--- src/rtl/tdm_demux.sv ---
// Serial TDM demultiplexer: splits a round-robin 4-channel bit stream into
// four parallel WIDTH-bit words, aligned by a frame-sync marker.
module tdm_demux #(
  parameter int unsigned WIDTH = 8
) (
  input  logic               i_clk,
  input  logic               i_rst,
  input  logic               i_din,
  input  logic               i_din_valid,
  input  logic               i_frame_sync,
  output logic [1:0]         o_sel,
  output logic               o_locked,
  output logic [4*WIDTH-1:0] o_out_data,
  output logic               o_out_valid,
  output logic               o_sync_err
);

  localparam int unsigned IDX_W = (WIDTH > 2) ? $clog2(WIDTH) : 1;
  localparam int unsigned LAST_IDX = WIDTH - 1;

  typedef enum logic {
    HUNT = 1'b0,
    RUN  = 1'b1
  } state_t;

  state_t               r_state;
  logic [1:0]           r_sel;
  logic [IDX_W-1:0]     r_idx;
  logic                 r_locked;
  logic [WIDTH-1:0]     r_sh0;
  logic [WIDTH-1:0]     r_sh1;
  logic [WIDTH-1:0]     r_sh2;
  logic [WIDTH-2:0]     r_sh3;
  logic [4*WIDTH-1:0]   r_out_data;
  logic                 r_out_valid;
  logic                 r_sync_err;

  logic                 w_frame_start;
  logic                 w_last_bit;
  logic [WIDTH-1:0]     w_ch3_word;

  // Words fill MSB-first by right shift, so after WIDTH accepted bits the
  // first (LSB) bit sits at position 0. Channel 3 keeps WIDTH-1 bits because
  // its final bit goes straight from i_din into out_data.
  assign w_frame_start = (r_sel == 2'd0) && (r_idx == '0);
  assign w_last_bit    = (r_sel == 2'd3) && (r_idx == IDX_W'(LAST_IDX));
  assign w_ch3_word    = {i_din, r_sh3};

  // Single-process HUNT/RUN controller with registered outputs.
  always_ff @(posedge i_clk or posedge i_rst) begin
    if (i_rst) begin
      r_state     <= HUNT;
      r_sel       <= 2'd0;
      r_idx       <= '0;
      r_locked    <= 1'b0;
      r_sh0       <= '0;
      r_sh1       <= '0;
      r_sh2       <= '0;
      r_sh3       <= '0;
      r_out_data  <= '0;
      r_out_valid <= 1'b0;
      r_sync_err  <= 1'b0;
    end else begin
      r_out_valid <= 1'b0;
      r_sync_err  <= 1'b0;
      if (i_din_valid) begin
        case (r_state)
          HUNT: begin
            if (i_frame_sync) begin
              r_sh0    <= {i_din, r_sh0[WIDTH-1:1]};
              r_sel    <= 2'd1;
              r_idx    <= '0;
              r_locked <= 1'b1;
              r_state  <= RUN;
            end
          end
          RUN: begin
            if (i_frame_sync && !w_frame_start) begin
              // Misplaced sync: drop the partial frame and realign on this bit.
              r_sync_err <= 1'b1;
              r_sh0      <= {i_din, r_sh0[WIDTH-1:1]};
              r_sel      <= 2'd1;
              r_idx      <= '0;
            end else begin
              case (r_sel)
                2'd0:    r_sh0 <= {i_din, r_sh0[WIDTH-1:1]};
                2'd1:    r_sh1 <= {i_din, r_sh1[WIDTH-1:1]};
                2'd2:    r_sh2 <= {i_din, r_sh2[WIDTH-1:1]};
                default: r_sh3 <= (WIDTH-1)'({i_din, r_sh3} >> 1);
              endcase
              if (w_last_bit) begin
                r_out_data  <= {w_ch3_word, r_sh2, r_sh1, r_sh0};
                r_out_valid <= 1'b1;
                r_sel       <= 2'd0;
                r_idx       <= '0;
              end else if (r_sel == 2'd3) begin
                r_sel <= 2'd0;
                r_idx <= r_idx + IDX_W'(1);
              end else begin
                r_sel <= r_sel + 2'd1;
              end
            end
          end
          default: r_state <= HUNT;
        endcase
      end
    end
  end

  assign o_sel       = r_sel;
  assign o_locked    = r_locked;
  assign o_out_data  = r_out_data;
  assign o_out_valid = r_out_valid;
  assign o_sync_err  = r_sync_err;

endmodule

--- config.mk ---
export PLATFORM = sky130hd
export DESIGN_NAME = tdm_demux
export DESIGN_NICKNAME = d
export VERILOG_FILES = /design/src/rtl/tdm_demux.sv
export SDC_FILE = /design/constraint.sdc
export NUM_CORES = 1
export LEC_CHECK = 0
export BUFFER_PORTS_ARGS = -buffer_cell sky130_fd_sc_hd__buf_2
export CORE_MARGIN = 2
export CORE_UTILIZATION = 56
export CTS_CLUSTER_SIZE = 14
export DETAILED_ROUTE_END_ITERATION = 10
export PLACE_DENSITY_LB_ADDON = 0.25
export SLEW_MARGIN = 20
export SYNTH_ARGS = -nofsm -noshare
export SYNTH_HDL_FRONTEND = slang
export SYNTH_SLANG_ARGS = --single-unit
--- constraint.sdc ---
create_clock -name i_clk -period 3 [get_ports i_clk]
set_input_delay 0.6 -clock i_clk [delete_from_list [all_inputs] [get_ports i_clk]]
set_output_delay 0.6 -clock i_clk [all_outputs]
set_load 0.005 [all_outputs]
# --- Word level (Yosys, flattened, before mapping) ---
# Index checks and enable logic that the tools add are counted.
classes:
  add_sub_neg: 2
  n_eq_ne: 7
  n_mux: 23
  bitwise_logic: 3
  n_reduce_logical: 15
ops:
  columns: ["op", "n"]
  rows:
  - ["$mux W8", 3]
  - ["$pmux W8 S2", 1]
  - ["$reduce_and A4 Y1", 4]
  - ["$mux W3", 4]
  - ["$mux W1", 9]
  - ["$reduce_and A3 Y1", 3]
  - ["$mux W2", 4]
  - ["$pmux W3 S2", 1]
  - ["$eq A2 B2 Y1 const B", 2]
  - ["$ne A4 B1 Y1 const B", 1]
  - ["$pmux W2 S2", 1]
  - ["$add A3 B1 Y3 const B", 1]
  - ["$eq A3 B3 Y1 const B", 1]
  - ["$logic_and A1 B1 Y1", 3]
  - ["$logic_not A3 Y1", 1]
  - ["$ne A3 B1 Y1 const B", 1]
  - ["$not A1 Y1", 3]
  - ["$reduce_or A3 Y1", 1]
  - ["$add A2 B1 Y2 const B", 1]
  - ["$eq A2 B1 Y1 const B", 1]
  - ["$logic_not A2 Y1", 1]
  - ["$ne A2 B2 Y1 const B", 1]
  - ["$reduce_and A2 Y1", 1]
  - ["$logic_not A1 Y1", 1]
totals:
  reg_bits: 72
  input_bits: 5
  out_inout_bits: 37
  elab_cells: 61

# --- Longest topological paths before layout ---
depth:
  ltp_word: 7
  depth_mapped: 6
  ltp_nobuf: 5

# --- Least setup slack after synthesis ---
# Ideal clock, no wire load.
synth_path:
  kind: "register to register"
  start: "reg r_sel[0] (netlist: o_sel[0])"
  end: "reg r_out_data[10] (netlist: o_out_data[10])"
  setup_time_ns: 0.125
  arrival_time_ns: 1.815
  t_required_ns: 2.875
  slack_ns: 1.060
  path_stages_with_launch: 7
  n_path_buf: 1
  synth_period_minus_slack_ns: 1.940
  cell_sequence: "dfrtp_1 > inv_1 > ha_1 > nand3b_4 > a211oi_4 > buf_6 > mux2_2"
synth_between:
  elab_chain_len: 6
  word_cells_on_any_way: 8
  cone_classes: "eq/ne (1); bitwise (1); reduce/logical (6)"
synth_lines:
  columns: ["element", "line_no", "source"]
  rows:
  - ["from (decl)", "27", "logic [1:0] r_sel;"]
  - ["from (signal assigned)", "100", "r_sel <= r_sel + 2'd1;"]
  - ["$logic_not A2 Y1", "45", "assign w_frame_start = (r_sel == 2'd0) && (r_idx == '0);"]
  - ["$logic_and A1 B1 Y1", "45", null]
  - ["$logic_not A1 Y1", "78", "if (i_frame_sync && !w_frame_start) begin"]
  - ["$logic_and A1 B1 Y1", "78", null]
  - ["$not A1 Y1 (no line)", null, null]
  - ["$reduce_and A4 Y1 (no line) *", null, null]
  - ["to (signal assigned)", "92", "r_out_data <= {w_ch3_word, r_sh2, r_sh1, r_sh0};"]
  - ["to (decl)", "34", "logic [4*WIDTH-1:0] r_out_data;"]
# Every way passes the cells marked *; elsewhere a longest branch is shown, timed or not.
# A chain may end at the register's enable or synchronous reset.

# --- Worst setup path in the final report ---
layout_path:
  start: "reg r_sel[0] (netlist: o_sel[0])"
  end: "reg r_sh3[1]"
layout_between:
  elab_chain_len: 6
  word_cells_on_any_way: 10
  cone_classes: "eq/ne (2); bitwise (2); reduce/logical (6)"
layout_lines:
  columns: ["element", "line_no", "source"]
  rows:
  - ["$logic_not A2 Y1", "45, 85", null]
  - ["$logic_and A1 B1 Y1", "45", null]
  - ["$logic_not A1 Y1", "78", null]
  - ["$logic_and A1 B1 Y1", "78", null]
  - ["$not A1 Y1 (no line)", null, null]
  - ["$reduce_and A4 Y1 (no line) *", null, null]
  - ["to (signal assigned)", "89", "default: r_sh3 <= (WIDTH-1)'({i_din, r_sh3} >> 1);"]
  - ["to (decl)", "33", "logic [WIDTH-2:0] r_sh3;"]
# Marks and branches as above.

==> flow_summary_export.csv <==
group,metric,value,unit
status,status,"finished clean",
yosys,ys_seq_elements,72,
clock_network,h-tree-depth,3,
detailed_routing,drt-total-wl,4840,um
power,power.leakage,1.78,nW
grt,grt_pass1_vias,1681,
grt,grt_pass1_wl,8260,um
timing,max_freq,481,MHz
yosys,synth_area_leader_cell,"dfrtp_1",
finish,fillers,391,
detailed_routing,first_pass_iters,4,
critical_path,r2r_cells,5,
grt,grt_max_degree,28,
yosys,synth_area_leaders,"dfrtp_1 61%, mux2_2 24%, ha_1 3.4%",
timing,tightest_slew,0.581,ns
yosys,yosysMostFrequentCell,"dfrtp_1",
timing,period_minus_slack,2.08,ns
finish,antenna_cells,0,
yosys,yosys_most_used_dff,"dfrtp_1",
timing,fin_crit_sh,69.2,%
floorplanning,die_area,5850,um^2
finish,nets,252,
timing,relSlewSlack,61.2,%
place,globalplace.congestion,0.779,
detailed_routing,wl_met1,2250,um
finish,drive_above_1_share,54.1,%
clock_network,cts_made_buffers,9,
critical_path,cp_data_required_time,3.21,ns
power,power_density,732,nW/um^2
critical_path,r2r-end,"r_sh3[1]",
timing,skew,0.00897,ns
grt,overflow,0,
critical_path,endpoint,"r_sh3[1]",
detailed_routing,post_drt_wl_per_cell,15.4,um
floorplanning,die_y,76.5,um
yosys,yosys-top-cells-count,"72 x dfrtp_1, 63 x mux2_2, 8 x ha_1, 8 x nand2_1, 7 x inv_1",
detailed_routing,viasPerCell,5.23,
critical_path,crit_chain,"inv_1, ha_1, nand3b_4, a211oi_2, mux2_2",
floorplanning,core,5070,um^2
timing,hold-worst-slack,0.301,ns
yosys,async_flop_share,100,%
yosys,yosys_warnings,0,
critical_path,regToRegSetupSlack,0.92,ns
yosys,syn-cell-area,2940,um^2
detailed_routing,wl_met2,2330,um
yosys,avgSynthCellArea,15.6,um^2
timing,rsz0062_at_grt,"no",
yosys,synth_edf_count,0,
power,vdd_ir_drop_max,379,uV
detailed_routing,num_vias,1642,
floorplanning,io-pin-count,42,
clock_network,post_cts_resized,0,
place,numPortBuffers,41,
grt,antenna_found_initial,0,
finish,syn_to_final_growth,16.8,%
clock_network,cts_sinks,72,
clock_network,clk-insertion-delay-late,0.34,ns
critical_path,slowest_delay,0.58,ns
clock_network,cts_tree,"yes",
critical_path,crit_path_start,"o_sel[0]",
grt,grt_usage,18.6,%
critical_path,rr_startpoint,"o_sel[0]",
yosys,ys_types,26,
yosys,synthCells,188,
timing,slew_violations,0,
clock_network,cts-root-buf,"clkbuf_8",
timing,fin_setup_tns,0,ns
timing,setup_violations,0,
critical_path,end_kind,"flop",
yosys,synth.top_cell.area_share,61.3,%
floorplanning,start_util,58.0,%
yosys,synth_nets,201,
clock_network,hold_buffers,0,
detailed_routing,wl_met3,170,um
place,dp.final_hpwl,3300,um
run,cap_violations,0,
floorplanning,rows,26,
critical_path,startpoint_type,"flop",
detailed_routing,ant_nets,0,
detailed_routing,drt_iter0_drc,75,
timing,hold_violations,0,
clock_network,clk_pin_slew,0.08,ns
detailed_routing,drc,0,
critical_path,crit_fanout,9,
critical_path,crit_slowest_cell,"a211oi_2",
clock_network,clk_path_buf_depth,2,
yosys,synth-seq-area-share,61.3,%
worst_hold_path,min_path_type,"in2async",
floorplanning,die_w,76.5,um
critical_path,critPathKind,"reg2reg",
clock_network,cts_setup_buffers,0,
critical_path,critPathArrivalTime,2.29,ns
detailed_routing,top_layer,"met4",
## flip-flops by register name (all words and copies together), names as in the netlist, 2 cells and up
signal      count
r_sh2           8
o_out_data     32
r_sh0           8
o_sel           2
r_idx           3
r_sh1           8
r_sh3           7
## metrics by stage
step | instances | worst slack, ns | power (mW) | utilization (%) | instance area, um^2
3_5_place_dp | 298 | 0.924 | 1.74 | 63.5 | 3220
6_report | 314 | 0.923 | 2.52 | 67.7 | 3440
5_1_grt | 314 | 0.733 | 2.66 | 67.7 | 3440
4_1_cts | 314 | 0.912 | 2.54 | 67.7 | 3440
3_3_place_gp | 298 | 1.01 | 1.71 | 63.5 | 3220
2_1_floorplan | 188 | 0.575 | 1.61 | - | 2940
## worst min-delay path by stage
stage                  start             end  slack [ns]  cells after the start
global route           i_rst  o_out_data[18]        0.34                      2
detailed placement  o_locked        o_locked        0.48                      1
global placement    o_locked        o_locked        0.47                      1
finish                 i_rst   o_out_data[8]        0.30                      2
CTS                    i_rst        r_sh1[5]        0.31                      2
floorplan           o_locked        o_locked        0.47                      1
## worst max-delay path: cells and delay by family, from the launching register on
kind	cells	cell delay [ns]
DFF	1	0.43
adders and majority gates	1	0.23
AOI/OAI and AO/OA	1	0.58
buffers and inverters	1	0.12
and+or+nand+nor	1	0.18
muxes	1	0.41
## final cells by class
| cell class | instances | area (um^2) | area share [%] |
|---|---|---|---|
| inverters | 8 | 30.0 | 0.874 |
| flip-flops and latches | 72 | 1800 | 52.4 |
| multi-input cells | 103 | 1070 | 31.0 |
| clock inverters | 4 | 51.3 | 1.49 |
| well taps | 70 | 87.6 | 2.55 |
| clock buffers | 12 | 165 | 4.81 |
| repair buffers | 45 | 235 | 6.84 |
## cell usage in the layout (no fill, tap or decap), drive strengths merged
| master | instances |
|---|---|
| a2111o | 2 |
| a211o | 1 |
| a211oi | 4 |
| a21o | 1 |
| a21oi | 2 |
| a22oi | 1 |
| a32o | 1 |
| a32oi | 1 |
| buf | 45 |
| bufinv | 1 |
| clkbuf | 12 |
| clkinv | 2 |
| clkinvlp | 1 |
| dfrtp | 72 |
| ha | 8 |
| inv | 8 |
| mux2 | 63 |
| nand2 | 8 |
| nand2b | 1 |
| nand3 | 1 |
| nand3b | 1 |
| nor2 | 1 |
| nor3b | 1 |
| o211ai | 1 |
| o21ai | 3 |
| o21bai | 1 |
| or2 | 1 |
## metal layers
metal,vias up,global-route usage (%)
met5,-,0
li1,777,-
met2,27,28.0
met3,7,5.81
met1,831,25.3
met4,0,7.64
## where the power goes
part	internal (mW)	total (mW)	switching (mW)	leakage, nW
combinational	0.235	0.424	0.190	0.722
sequential	1.16	1.29	0.136	0.955
clock	0.452	0.798	0.346	0.109
## cell families (layout without fill, tap and decap cells)
group / after synthesis / in the layout / share of synthesized area [%]
flip-flops: 72 / 72 / 61.3
multiplexers: 63 / 63 / 24.1
AND/OR/NAND/NOR: 14 / 14 / 2.68
AO/OA/AOI/OAI: 18 / 18 / 6.04
buffers and inverters: 13 / 69 / 2.51
adder cells (fa/ha/maj): 8 / 8 / 3.40
Power figures use the tool's default switching activity.
